**src/rtl/in_unit_fifo.sv**
```systemverilog
// Router input-port stage: DEPTH-entry flit FIFO with registered backpressure and XY route request for the head flit.
// Optional `IN_UNIT_STALL_CNT_EN` adds a saturating count of cycles upstream was held off by `full`.
module in_unit_fifo #(
  parameter int DATA_WIDTH = 16,
  parameter int DEPTH      = 4,
  parameter int LOC_X      = 0,
  parameter int LOC_Y      = 0
) (
  input  logic                  clk,
  input  logic                  rst_n,
  input  logic [DATA_WIDTH-1:0] data_in,
  input  logic                  data_valid_in,
  output logic                  full,
  input  logic                  grant,
  output logic [DATA_WIDTH-1:0] head_data,
  output logic                  head_valid,
  output logic [4:0]            route_req
`ifdef IN_UNIT_STALL_CNT_EN
  ,
  output logic [15:0]           stall_cnt
`endif
);

  localparam int PTR_W = (DEPTH > 1) ? $clog2(DEPTH) : 1;
  localparam int CNT_W = PTR_W + 1;
  localparam logic [CNT_W-1:0] DEPTH_C = CNT_W'(DEPTH);
  localparam logic [1:0]       LOC_X_C = 2'(LOC_X);
  localparam logic             LOC_Y_C = 1'(LOC_Y);

  // Route bit positions within route_req
  localparam int R_XP    = 0;
  localparam int R_XM    = 1;
  localparam int R_YP    = 2;
  localparam int R_YM    = 3;
  localparam int R_LOCAL = 4;

  logic [DATA_WIDTH-1:0] mem [DEPTH];

  logic [PTR_W-1:0] wr_ptr_q, wr_ptr_d;
  logic [PTR_W-1:0] rd_ptr_q, rd_ptr_d;
  logic [CNT_W-1:0] count_q, count_d;
  logic             full_q, full_d;
  logic             wr_en;
  logic             rd_en;

  logic [1:0]       dest_x;
  logic             dest_y;

  // Writes are gated by the registered full only, so a pop never frees a slot in the same cycle.
  always_comb begin
    wr_en    = data_valid_in && !full_q;
    rd_en    = grant && (count_q != '0);
    wr_ptr_d = wr_ptr_q;
    rd_ptr_d = rd_ptr_q;
    count_d  = count_q;
    if (wr_en) begin
      wr_ptr_d = wr_ptr_q + PTR_W'(1);
    end
    if (rd_en) begin
      rd_ptr_d = rd_ptr_q + PTR_W'(1);
    end
    case ({wr_en, rd_en})
      2'b10:   count_d = count_q + CNT_W'(1);
      2'b01:   count_d = count_q - CNT_W'(1);
      default: count_d = count_q;
    endcase
    full_d = (count_d == DEPTH_C);
  end

  always_ff @(posedge clk or negedge rst_n) begin
    if (!rst_n) begin
      wr_ptr_q <= '0;
      rd_ptr_q <= '0;
      count_q  <= '0;
      full_q   <= 1'b0;
    end else begin
      wr_ptr_q <= wr_ptr_d;
      rd_ptr_q <= rd_ptr_d;
      count_q  <= count_d;
      full_q   <= full_d;
    end
  end

  // Storage is not reset; stale entries are hidden by count_q == 0.
  always_ff @(posedge clk) begin
    if (wr_en) begin
      mem[wr_ptr_q] <= data_in;
    end
  end

  assign full       = full_q;
  assign head_valid = (count_q != '0);
  assign head_data  = head_valid ? mem[rd_ptr_q] : '0;
  assign dest_x     = head_data[1:0];
  assign dest_y     = head_data[2];

  // Dimension-ordered routing: resolve X fully before considering Y.
  always_comb begin
    route_req = '0;
    if (head_valid) begin
      if (dest_x > LOC_X_C) begin
        route_req[R_XP] = 1'b1;
      end else if (dest_x < LOC_X_C) begin
        route_req[R_XM] = 1'b1;
      end else if (dest_y > LOC_Y_C) begin
        route_req[R_YP] = 1'b1;
      end else if (dest_y < LOC_Y_C) begin
        route_req[R_YM] = 1'b1;
      end else begin
        route_req[R_LOCAL] = 1'b1;
      end
    end
  end

`ifdef IN_UNIT_STALL_CNT_EN
  logic [15:0] stall_cnt_q, stall_cnt_d;

  always_comb begin
    stall_cnt_d = stall_cnt_q;
    if (data_valid_in && full_q && (stall_cnt_q != 16'hFFFF)) begin
      stall_cnt_d = stall_cnt_q + 16'd1;
    end
  end

  always_ff @(posedge clk or negedge rst_n) begin
    if (!rst_n) begin
      stall_cnt_q <= '0;
    end else begin
      stall_cnt_q <= stall_cnt_d;
    end
  end

  assign stall_cnt = stall_cnt_q;
`endif

endmodule

```
**config.mk**
```make
export PLATFORM = sky130hd
export DESIGN_NAME = in_unit_fifo
export DESIGN_NICKNAME = d
export VERILOG_FILES = /design/src/rtl/in_unit_fifo.sv
export SDC_FILE = /design/constraint.sdc
export NUM_CORES = 1
export LEC_CHECK = 0
export CORE_AREA = 2 2 92 94
export CTS_BUF_LIST = sky130_fd_sc_hd__clkbuf_8
export DETAILED_ROUTE_END_ITERATION = 8
export DIE_AREA = 0 0 94 96
export GPL_ROUTABILITY_DRIVEN = 0
export PLACE_DENSITY = 0.55
export SYNTH_ARGS = -nofsm -noshare
export SYNTH_HDL_FRONTEND = slang
export SYNTH_SLANG_ARGS = --single-unit
```
**constraint.sdc**
```tcl
create_clock -name clk -period 3 [get_ports clk]
set_input_delay 0.75 -clock clk [delete_from_list [all_inputs] [get_ports clk]]
set_output_delay 0.75 -clock clk [all_outputs]
set_load 0.1 [all_outputs]
```
# After elaboration in Yosys (flattened, before gate mapping)
# Memory sizes are Yosys's and may differ from the RTL's.
# Index checks and enable logic that the tools add are counted.
# totals
register_bits	8
mem_bits_rw	64
output_inout_bits	23
n_memories	1
# mem_list
memory	depth	word_bits	read_ports	rd_ports_with_merged_regs	write_ports	line	source
mem	4	16	1	0	1	37	logic [DATA_WIDTH-1:0] mem [DEPTH];
# classes
add_sub_neg	4
magnitude_cmp	4
n_eq_ne	3
n_mux	13
n_reduce_logical	4
# op_table
op	n
16-bit 2-to-1 mux	1
1-bit 2-to-1 mux	7
3-bit case mux with 2 select lines	1
5-bit 2-to-1 mux	1
2-bit by 1-bit adder with 2-bit output, second input constant	2
4-bit 2-to-1 mux	1
3-bit by 1-bit adder with 3-bit output, second input constant	1
3-bit equality test, second input constant	1
3-bit 2-to-1 mux	1
3-bit nonzero test	1
3-bit by 1-bit subtractor with 3-bit output, second input constant	1
2-bit by 1-bit equality test with 1-bit output, second input constant	1
2-bit equality test, second input constant	1
2-bit by 1-bit greater-than comparator with 1-bit output, second input constant	1
1-bit logical AND	2
2-bit by 1-bit less-than comparator with 1-bit output, second input constant	1
2-bit 2-to-1 mux	1
1-bit greater-than comparator, second input constant	1
1-bit logical NOT	1
1-bit less-than comparator, second input constant	1

# Logic depth before layout (Yosys ltp)
# Gate-level depths: netlist of run 1.
# depth
ltp_word	8
depth_mapped	9

# Least setup slack after synthesis of run 1
# OpenSTA, ideal clock, no wires.
# synth_timing
kind	reg2out
from	register rd_ptr_q[0]
to	output port route_req[2]
arrival_time_ns	2.477
required_time_ns	2.250
path_slack_ns	-0.227
path_stages_with_launch	5
path_buffers	1
path_cell_list	dfrtp_1 buf_6 mux4_2 or2_1 nor2_1
# synth_between
elab_chain_len	7
elab_cells_between_ends	9
# synth_lines
element	line	source
from (decl)	40	logic [PTR_W-1:0] rd_ptr_q, rd_ptr_d;
from (signal assigned)	78	rd_ptr_q <= rd_ptr_d;
memory 4 x 16 bit *	n/a	
16-bit 2-to-1 mux *	93	assign head_data = head_valid ? mem[rd_ptr_q] : '0;
1-bit greater-than comparator	105	end else if (dest_y > LOC_Y_C) begin
1-bit 2-to-1 mux	105	
3-bit 2-to-1 mux	103	end else if (dest_x < LOC_X_C) begin
4-bit 2-to-1 mux *	101	if (dest_x > LOC_X_C) begin
5-bit 2-to-1 mux *	100	if (head_valid) begin
to (decl)	17	output logic [4:0] route_req
# Mark *: on every way between the ends. The rest lies on a longest branch, timed or not.

# Final worst setup path of run 1
# layout_timing
from	register rd_ptr_q[0]
to	output port route_req[4]
# layout_between
elab_chain_len	8
elab_cells_between_ends	11
# layout_lines
element	line	source
memory 4 x 16 bit *	n/a	
16-bit 2-to-1 mux *	93	
1-bit less-than comparator	107	end else if (dest_y < LOC_Y_C) begin
1-bit 2-to-1 mux	107	
2-bit 2-to-1 mux	105	
3-bit 2-to-1 mux	103	
4-bit 2-to-1 mux *	101	
5-bit 2-to-1 mux *	100	
# Marks and branches as above.

==> results of run 1 <==
==> worst min-delay path by stage <==
stage | from | endpoint | slack, ps | cells past startpoint
floorplan | rst_n | count_q[0]$_DFF_PN0_ | 450 | 0
global placement | count_q[0]$_DFF_PN0_ | count_q[0]$_DFF_PN0_ | 500 | 1
detailed placement | count_q[0]$_DFF_PN0_ | count_q[0]$_DFF_PN0_ | 550 | 1
CTS | count_q[0]$_DFF_PN0_ | count_q[0]$_DFF_PN0_ | 560 | 1
global route | count_q[0]$_DFF_PN0_ | count_q[0]$_DFF_PN0_ | 580 | 1
finish | count_q[0]$_DFF_PN0_ | count_q[0]$_DFF_PN0_ | 560 | 1
==> worst max-delay path: stages (launching register included) <==
cell     delay [ps]
dfrtp_1         470
buf_4           220
mux4_1          630
nor3b_4         250
buf_12          200
==> metrics by stage <==
step                      worst slack, ps  cell area [µm²]  hold slack [ps]
final                               127.1             3948            561.4
after detailed placement            76.01             3705            550.7
after floorplan                     143.0             2943            454.4
after CTS                           84.11             3948            563.2
after global routing                17.66             3948            579.1
after global placement              228.2             3705            497.7
==> registers in the layout, indices dropped and copies added, names as in the netlist <==
signal / flops
rd_ptr_q: 2
full: 1
count_q: 3
wr_ptr_q: 2
mem: 64
==> kinds of logic (layout without fill, tap and decap cells) <==
kind of cell	count (synthesis)	after routing	synth area share [%]
simple gates	31	31	6.450
flops	72	72	72.45
other cells	1	2	0.1280
xor+xnor	5	5	1.495
mux	17	17	13.41
fa+ha+maj	6	6	2.819
buf+inv	16	76	2.648
compound gates	3	3	0.5981
==> area by class of cell <==
type,count,area [µm²]
clock buffer,9,123.9
clock inverter,7,118.9
fill,672,4104
inverter,7,26.28
multi-input combinational,64,742.0
sequential,72,2122
tap,105,131.4
timing repair buffer,53,683.2
==> cells in the final DEF, fill, tap and decap left out <==
master and n:
buf_4 15, or3_1 2, nor3b_4 1, mux2i_1 1, buf_12 19, edfxtp_1 64, or2_1 1, o21ai_0 2
mux4_1 6, inv_1 7, clkinv_2 1, inv_6 1, bufinv_16 3, clkbuf_8 9, a211oi_1 1, nand2_1 3
and2_1 21, xnor2_1 3, clkdlybuf4s50_1 19, conb_1 2, xor2_1 2, nor2b_1 1, ha_1 5, dfrtp_1 8
nand3_1 1, clkinvlp_4 2, fa_1 1, mux4_2 10, nor2_2 1
==> routing by layer <==
layer,GRT usage (%),routed length (µm),vias to the layer above
met5,0,0,-
met4,7.246,115,0
met3,4.620,196,9
li1,-,-,686
met2,23.63,2924,25
met1,14.28,2148,741
==> flow_summary.toml, run 1 <==
[outcome]
status = "complete, no violations"

[critical_path]
r2r_cells = 8
path_class = "reg -> out"
endpoint_kind = "output port"
r2r_start = "count_q[0]$_DFF_PN0_"
setup.worst_path.start = "rd_ptr_q[0]$_DFFE_PN0P_"
crit_end = "route_req[4]"
cp-start-kind = "flip-flop"
cp.arrival_ps = 2120
worstPathRequired_ps = 2250
worst-r2r-setup-slack_ps = 460
crit_fanout = 6
r2r_end = "full$_DFF_PN0_"

[synth]
synthTopCellsByCount = "64 x edfxtp_1, 21 x and2_1, 10 x mux4_2, 8 x dfrtp_1, 7 x inv_1"
netlist_top_cells_area = "edfxtp_1 66%, mux4_2 7.7%, dfrtp_1 6.8%"
syn_avg_cell_area_um2 = 19.40
synth.most_common_cell = "edfxtp_1"
syn_area_um2 = 2929
yosysWarnings = 0
async_reset_ff_share_pct = 11.11
syn_inst = 151
netlist-cell-type-count = 25
synth-edff-count = 64
yosysSeqAreaShare_pct = 72.45
synth_top_area_share_pct = 65.61
ys_ff_latch = 72
post-synth-top-area-cell = "edfxtp_1"
synth_flop_cell = "edfxtp_1"

[placement]
port-buffer-count = 40
dpl.cell_count = 301
dpl.hpwl_um = 3851

[sta]
rsz0062_at_grt = "no"
min_period_ps = 2873
fin_skew_ps = 7.069
setup_viol = 0
hold_violations = 0
timing.fmax_ghz = 0.3481
period_share_pct = 95.76
fin_setup_tns_ps = 0
finalMaxSlewViolations = 0

[clock_network]
cts_resized = 0
cts_buffer_depth = 2
cts_made_buffers = 9
clock_latency_ps = 350
post_cts_buffers = 0
cts.sinks = 72
cts_tree = "yes"
clk_pin_slew_ps = 70
ctsHtreeMaxLevel = 3
cts_root_buffer = "clkbuf_8"
hold_buffers = 0

[global_routing]
grt_pass1_wl_um = 8404
antenna_found_initial = 0
grt_pass1_vias = 1612
gr-total-overflow = 0
grt_max_degree = 14
grt_usage_pct = 13.45

[floorplan]
die_h_um = 96
die-area_um2 = 9024
initial_core_util_pct = 36.38
die_w_um = 94
core-area_um2 = 8051
rows = 33
ioPinCount = 43

[detailed_routing]
drt-pass1-iter-count = 3
postRouteAntennaNets = 0
wl_per_cell_um = 16.99
vias = 1461
drt_iter0_drc = 23
vias_per_cell = 4.609
wl_um = 5385
post-route-drc-count = 0

[min_path]
hold_path_class = "reg -> reg"

[finish]
final_util_pct = 49.03
antenna_cells = 0
instances_no_fill = 317
layout.nets = 233
drive_gt1_share_pct = 29.25
area_growth_pct = 34.77

[flow_run]
cap_violations = 0
Power of run 1 is not shown: default switching activity piles up to over one toggle a cycle in this logic, so the estimate is an artifact.
==> run 2: changes to the inputs <==
==> config.mk (replaced) <==
export PLATFORM = sky130hd
export DESIGN_NAME = in_unit_fifo
export DESIGN_NICKNAME = d
export VERILOG_FILES = /design/src/rtl/in_unit_fifo.sv
export SDC_FILE = /design/constraint.sdc
export NUM_CORES = 1
export LEC_CHECK = 0
export CORE_AREA = 2 2 85 103
export CTS_BUF_LIST = sky130_fd_sc_hd__clkbuf_8
export DETAILED_ROUTE_END_ITERATION = 8
export DIE_AREA = 0 0 87 105
export GPL_ROUTABILITY_DRIVEN = 0
export PLACE_DENSITY = 0.54
export SYNTH_ARGS = -nofsm -noshare
export SYNTH_HDL_FRONTEND = slang
export SYNTH_SLANG_ARGS = --single-unit
==> run 2 against run 1 <==
  * Utilization down 0.80 points
  * Register-to-register slack better by 120 ps
  * Design area down 1.5%
  * First-iteration DRC count rose to 4.0 times the previous value
  * Die area up 1.2%
  * Critical path type unchanged
==> flow_summary.toml, run 2 (synthesized netlist as in run 1, its figures left out) <==
[floorplan]
die_w_um = 87
core-area_um2 = 8063
die_h_um = 105
die-area_um2 = 9135
rows = 36
ioPinCount = 43
initial_core_util_pct = 36.33

[min_path]
hold_path_class = "reg -> reg"

[clock_network]
cts_made_buffers = 9
ctsHtreeMaxLevel = 3
cts_resized = 0
cts_buffer_depth = 2
clk_pin_slew_ps = 80
hold_buffers = 0
post_cts_buffers = 0
clock_latency_ps = 340
cts_root_buffer = "clkbuf_8"
cts_tree = "yes"
cts.sinks = 72

[global_routing]
gr-total-overflow = 0
grt_pass1_wl_um = 8556
antenna_found_initial = 0
grt_max_degree = 22
grt_pass1_vias = 1642
grt_usage_pct = 13.03

[critical_path]
cp.arrival_ps = 2090
cp_top_family = "simple AND/OR/NAND/NOR gates"
path_class = "reg -> out"
worstPathRequired_ps = 2250
crit_buf_inv = 1
cp-start-kind = "flip-flop"
critPathSlowestCell = "mux4_2"
critPathMaxStageDelay_ps = 540
crit_fanout = 4
crit_chain = "mux4_2, or2_1, nor3b_4, buf_12"
endpoint_kind = "output port"

[detailed_routing]
drt-pass1-iter-count = 4
post-route-drc-count = 0
postRouteAntennaNets = 0
wl_per_cell_um = 17.90
vias = 1484
drt_iter0_drc = 93
vias_per_cell = 4.834
wl_um = 5495

[sta]
fin_setup_tns_ps = 0
fin_skew_ps = 7.680
rsz0062_at_grt = "no"
min_period_ps = 2839
hold_violations = 0
finalMaxSlewViolations = 0
setup_viol = 0
timing.fmax_ghz = 0.3522
period_share_pct = 94.65

[placement]
port-buffer-count = 40
dpl.hpwl_um = 3879

[finish]
regMostFlops = "mem"
layout_common_cells = "64 x edfxtp_1, 21 x and2_1, 19 x clkdlybuf4s50_1, 19 x buf_12, 15 x buf_4"
fill_cells = 661
largest_reg_flops = 64
antenna_cells = 0
layout.nets = 233
area_growth_pct = 32.76
final_common_cell = "edfxtp_1"
drive_gt1_share_pct = 28.77
seq_area_um2 = 2122
reg_top3 = "mem x64, count_q x3"
multi_input_area_um2 = 742.0

[outcome]
status = "complete, no violations"

[flow_run]
cap_violations = 0
==> run 2: cell count changes in the layout (fill, tap and decap cells not counted), sizes merged <==
cell and delta:
inv +1, clkinv +2, bufinv -2, clkinvlp -1
==> run 2: final timing paths <==
path,startpoint,end,slack (ps),cells after the start
hold / removal,count_q[0]$_DFF_PN0_,count_q[0]$_DFF_PN0_,540,1
setup / recovery,rd_ptr_q[0]$_DFFE_PN0P_,route_req[4],160,4
min in group asynchronous,rst_n,rd_ptr_q[1]$_DFFE_PN0P_,690,1
setup reg to reg,count_q[0]$_DFF_PN0_,full$_DFF_PN0_,580,9
hold reg to reg,count_q[0]$_DFF_PN0_,count_q[0]$_DFF_PN0_,540,1
max in group asynchronous,rst_n,wr_ptr_q[0]$_DFFE_PN0P_,2040,1
==> run 2: layout make-up <==
type	count	area share, %
Sequential cell	72	54.57
Multi-Input combinational cell	64	19.08
Timing Repair Buffer	53	17.57
Clock buffer	9	3.185
Tap cell	95	3.057
Clock inverter	7	1.866
Inverter	7	0.6757
==> run 2: metrics by stage <==
| step | instances | setup slack (ps) | instance area [µm²] | hold slack (ps) | utilization (%) |
|---|---|---|---|---|---|
| detailed placement | 291 | 137.4 | 3692 | 518.8 | 45.79 |
| global placement | 291 | 218.0 | 3692 | 504.6 | 45.79 |
| CTS | 307 | 108.5 | 3889 | 530.1 | 48.23 |
| finish | 307 | 160.5 | 3889 | 535.6 | 48.23 |
| floorplan | 152 | 143.0 | 2943 | 454.4 | - |
| global route | 307 | 29.11 | 3889 | 556.3 | 48.23 |
==> run 2: routing by layer <==
metal / GRT usage [%] / up-vias / wire [µm]
met5: 0 / - / 0
met4: 8.036 / 0 / 117
met3: 1.896 / 10 / 136
met2: 23.06 / 35 / 3078
met1: 14.26 / 753 / 2163
li1: - / 686 / -
==> run 2: worst register-to-register path, delay by kind of cell, from the launching register on <==
| kind | cells | cell delay (ps) |
|---|---|---|
| AND/OR/NAND/NOR | 3 | 900 |
| flip-flops | 1 | 410 |
| adder cells (fa/ha/maj) | 2 | 390 |
| buffers and inverters | 2 | 290 |
| AO/OA/AOI/OAI | 1 | 250 |
| XOR/XNOR | 1 | 80 |
Power of run 2 is left out for the same reason.
==> run 3: changes to the inputs <==
--- a/config.mk
+++ b/config.mk
@@ -11,6 +11,7 @@
 export DIE_AREA = 0 0 87 105
 export GPL_ROUTABILITY_DRIVEN = 0
 export PLACE_DENSITY = 0.54
+export RECOVER_POWER = 50
 export SYNTH_ARGS = -nofsm -noshare
 export SYNTH_HDL_FRONTEND = slang
 export SYNTH_SLANG_ARGS = --single-unit
==> run 3 against run 2 <==
  * Register-to-register slack is essentially flat
  * Sequential cell count is the same
  * Sequential share of layout area grew 0.21 points
  * Non-clock buffer count is the same
  * Maximum frequency is essentially flat
  * Die area is the same
  * Global-route usage is the same
  * Utilization shrank 0.19 points
  * Count of clock-buffer cells in the layout is the same
  * Setup slack lost 0.78 ps
  * Critical path depth is the same
==> flow_summary.toml, run 3 (synthesized netlist as in run 1, its figures left out) <==
[sta]
hold_violations = 0
finalMaxSlewViolations = 0
setup_viol = 0
fin_setup_tns_ps = 0
timing.fmax_ghz = 0.3521
worst_slew_pin_slew_ps = 1167
min_period_ps = 2840
period_share_pct = 94.68
max_slew_margin_pct = 22.52
fin_skew_ps = 7.782
rsz0062_at_grt = "no"

[clock_network]
hold_buffers = 0
cts_made_buffers = 9
cts.sinks = 72
cts_resized = 0
cts_tree = "yes"
clk_pin_slew_ps = 80
post_cts_buffers = 0
cts_root_buffer = "clkbuf_8"
cts_buffer_depth = 2
ctsHtreeMaxLevel = 3
clock_latency_ps = 340

[min_path]
hold_depth = 1
hold_path_class = "reg -> reg"

[detailed_routing]
post-route-drc-count = 0
vias_per_cell = 4.837
wl_um = 5476
wl_per_cell_um = 17.84
drt_iter0_drc = 92
postRouteAntennaNets = 0
vias = 1485
drt-pass1-iter-count = 4

[critical_path]
cp-start-kind = "flip-flop"
crit_end = "route_req[4]"
r2r_end = "full$_DFF_PN0_"
r2r_start = "count_q[0]$_DFF_PN0_"
path_class = "reg -> out"
crit_fanout = 4
worstPathRequired_ps = 2250
endpoint_kind = "output port"
setup.worst_path.start = "rd_ptr_q[0]$_DFFE_PN0P_"
cp.arrival_ps = 2090
worst-r2r-setup-slack_ps = 570
r2r_cells = 9

[floorplan]
die-area_um2 = 9135
core-area_um2 = 8063
die_h_um = 105
die_w_um = 87
rows = 36
initial_core_util_pct = 36.33
ioPinCount = 43

[global_routing]
grt_pass1_wl_um = 8556
gr-total-overflow = 0
grt_usage_pct = 13.03
grt_pass1_vias = 1642
antenna_found_initial = 0
grt_max_degree = 22

[placement]
dpl.hpwl_um = 3879
port-buffer-count = 40

[finish]
largest_reg_flops = 64
antenna_cells = 0
final_common_cell = "edfxtp_1"
drive_gt1_share_pct = 26.89
reg_top3 = "mem x64, count_q x3"
area_growth_pct = 32.25
layout_common_cells = "64 x edfxtp_1, 19 x buf_12, 18 x and2_1, 18 x dlygate4sd3_1, 11 x buf_4"
regMostFlops = "mem"
layout.nets = 233

[outcome]
status = "complete, no violations"

[flow_run]
cap_violations = 0
-- run 3: cell count changes in the layout (fill, tap and decap cells not counted) --
cell             before  now
clkdlybuf4s50_1      19    1
dlygate4sd3_1         0   18
buf_4                15   11
clkbuf_1              0    4
and2_0                0    3
and2_1               21   18
-- run 3: layout make-up --
type | instances | area, µm²
timing repair buffer | 53 | 668.1
multi-input combinational | 64 | 742.0
tap | 95 | 118.9
inverter | 7 | 26.28
sequential | 72 | 2122
fill | 663 | 4189
clock inverter | 7 | 72.57
clock buffer | 9 | 123.9
-- run 3: per-stage QoR --
stage | cells | setup slack (ps) | instance area [µm²] | hold WS, ps | util, %
final | 307 | 159.7 | 3874 | 534.7 | 48.04
after global routing | 307 | 29.11 | 3874 | 556.3 | 48.04
after CTS | 307 | 108.5 | 3889 | 530.1 | 48.23
after detailed placement | 291 | 137.4 | 3692 | 518.8 | 45.79
after global placement | 291 | 218.0 | 3692 | 504.6 | 45.79
after floorplan | 152 | 143.0 | 2943 | 454.4 | -
-- run 3: worst min path at each step --
stage / to / startpoint / slack (ps)
final: count_q[0]$_DFF_PN0_ / count_q[0]$_DFF_PN0_ / 530
after global routing: count_q[0]$_DFF_PN0_ / count_q[0]$_DFF_PN0_ / 560
after CTS: count_q[0]$_DFF_PN0_ / count_q[0]$_DFF_PN0_ / 530
after detailed placement: count_q[0]$_DFF_PN0_ / count_q[0]$_DFF_PN0_ / 520
after global placement: count_q[0]$_DFF_PN0_ / count_q[0]$_DFF_PN0_ / 500
after floorplan: count_q[0]$_DFF_PN0_ / rst_n / 450
-- run 3: critical path, stage by stage (launching register included) --
cell and delay (ps):
dfrtp_1 450, mux4_2 540, or2_1 310, nor3b_4 250, buf_12 200
-- run 3: routing by layer --
layer / GRT usage (%) / share of wire (%)
met2: 23.06 / 56
met5: 0 / 0
met3: 1.896 / 2.3
met4: 8.036 / 2.1
met1: 14.26 / 39
Power of run 3 is left out for the same reason.
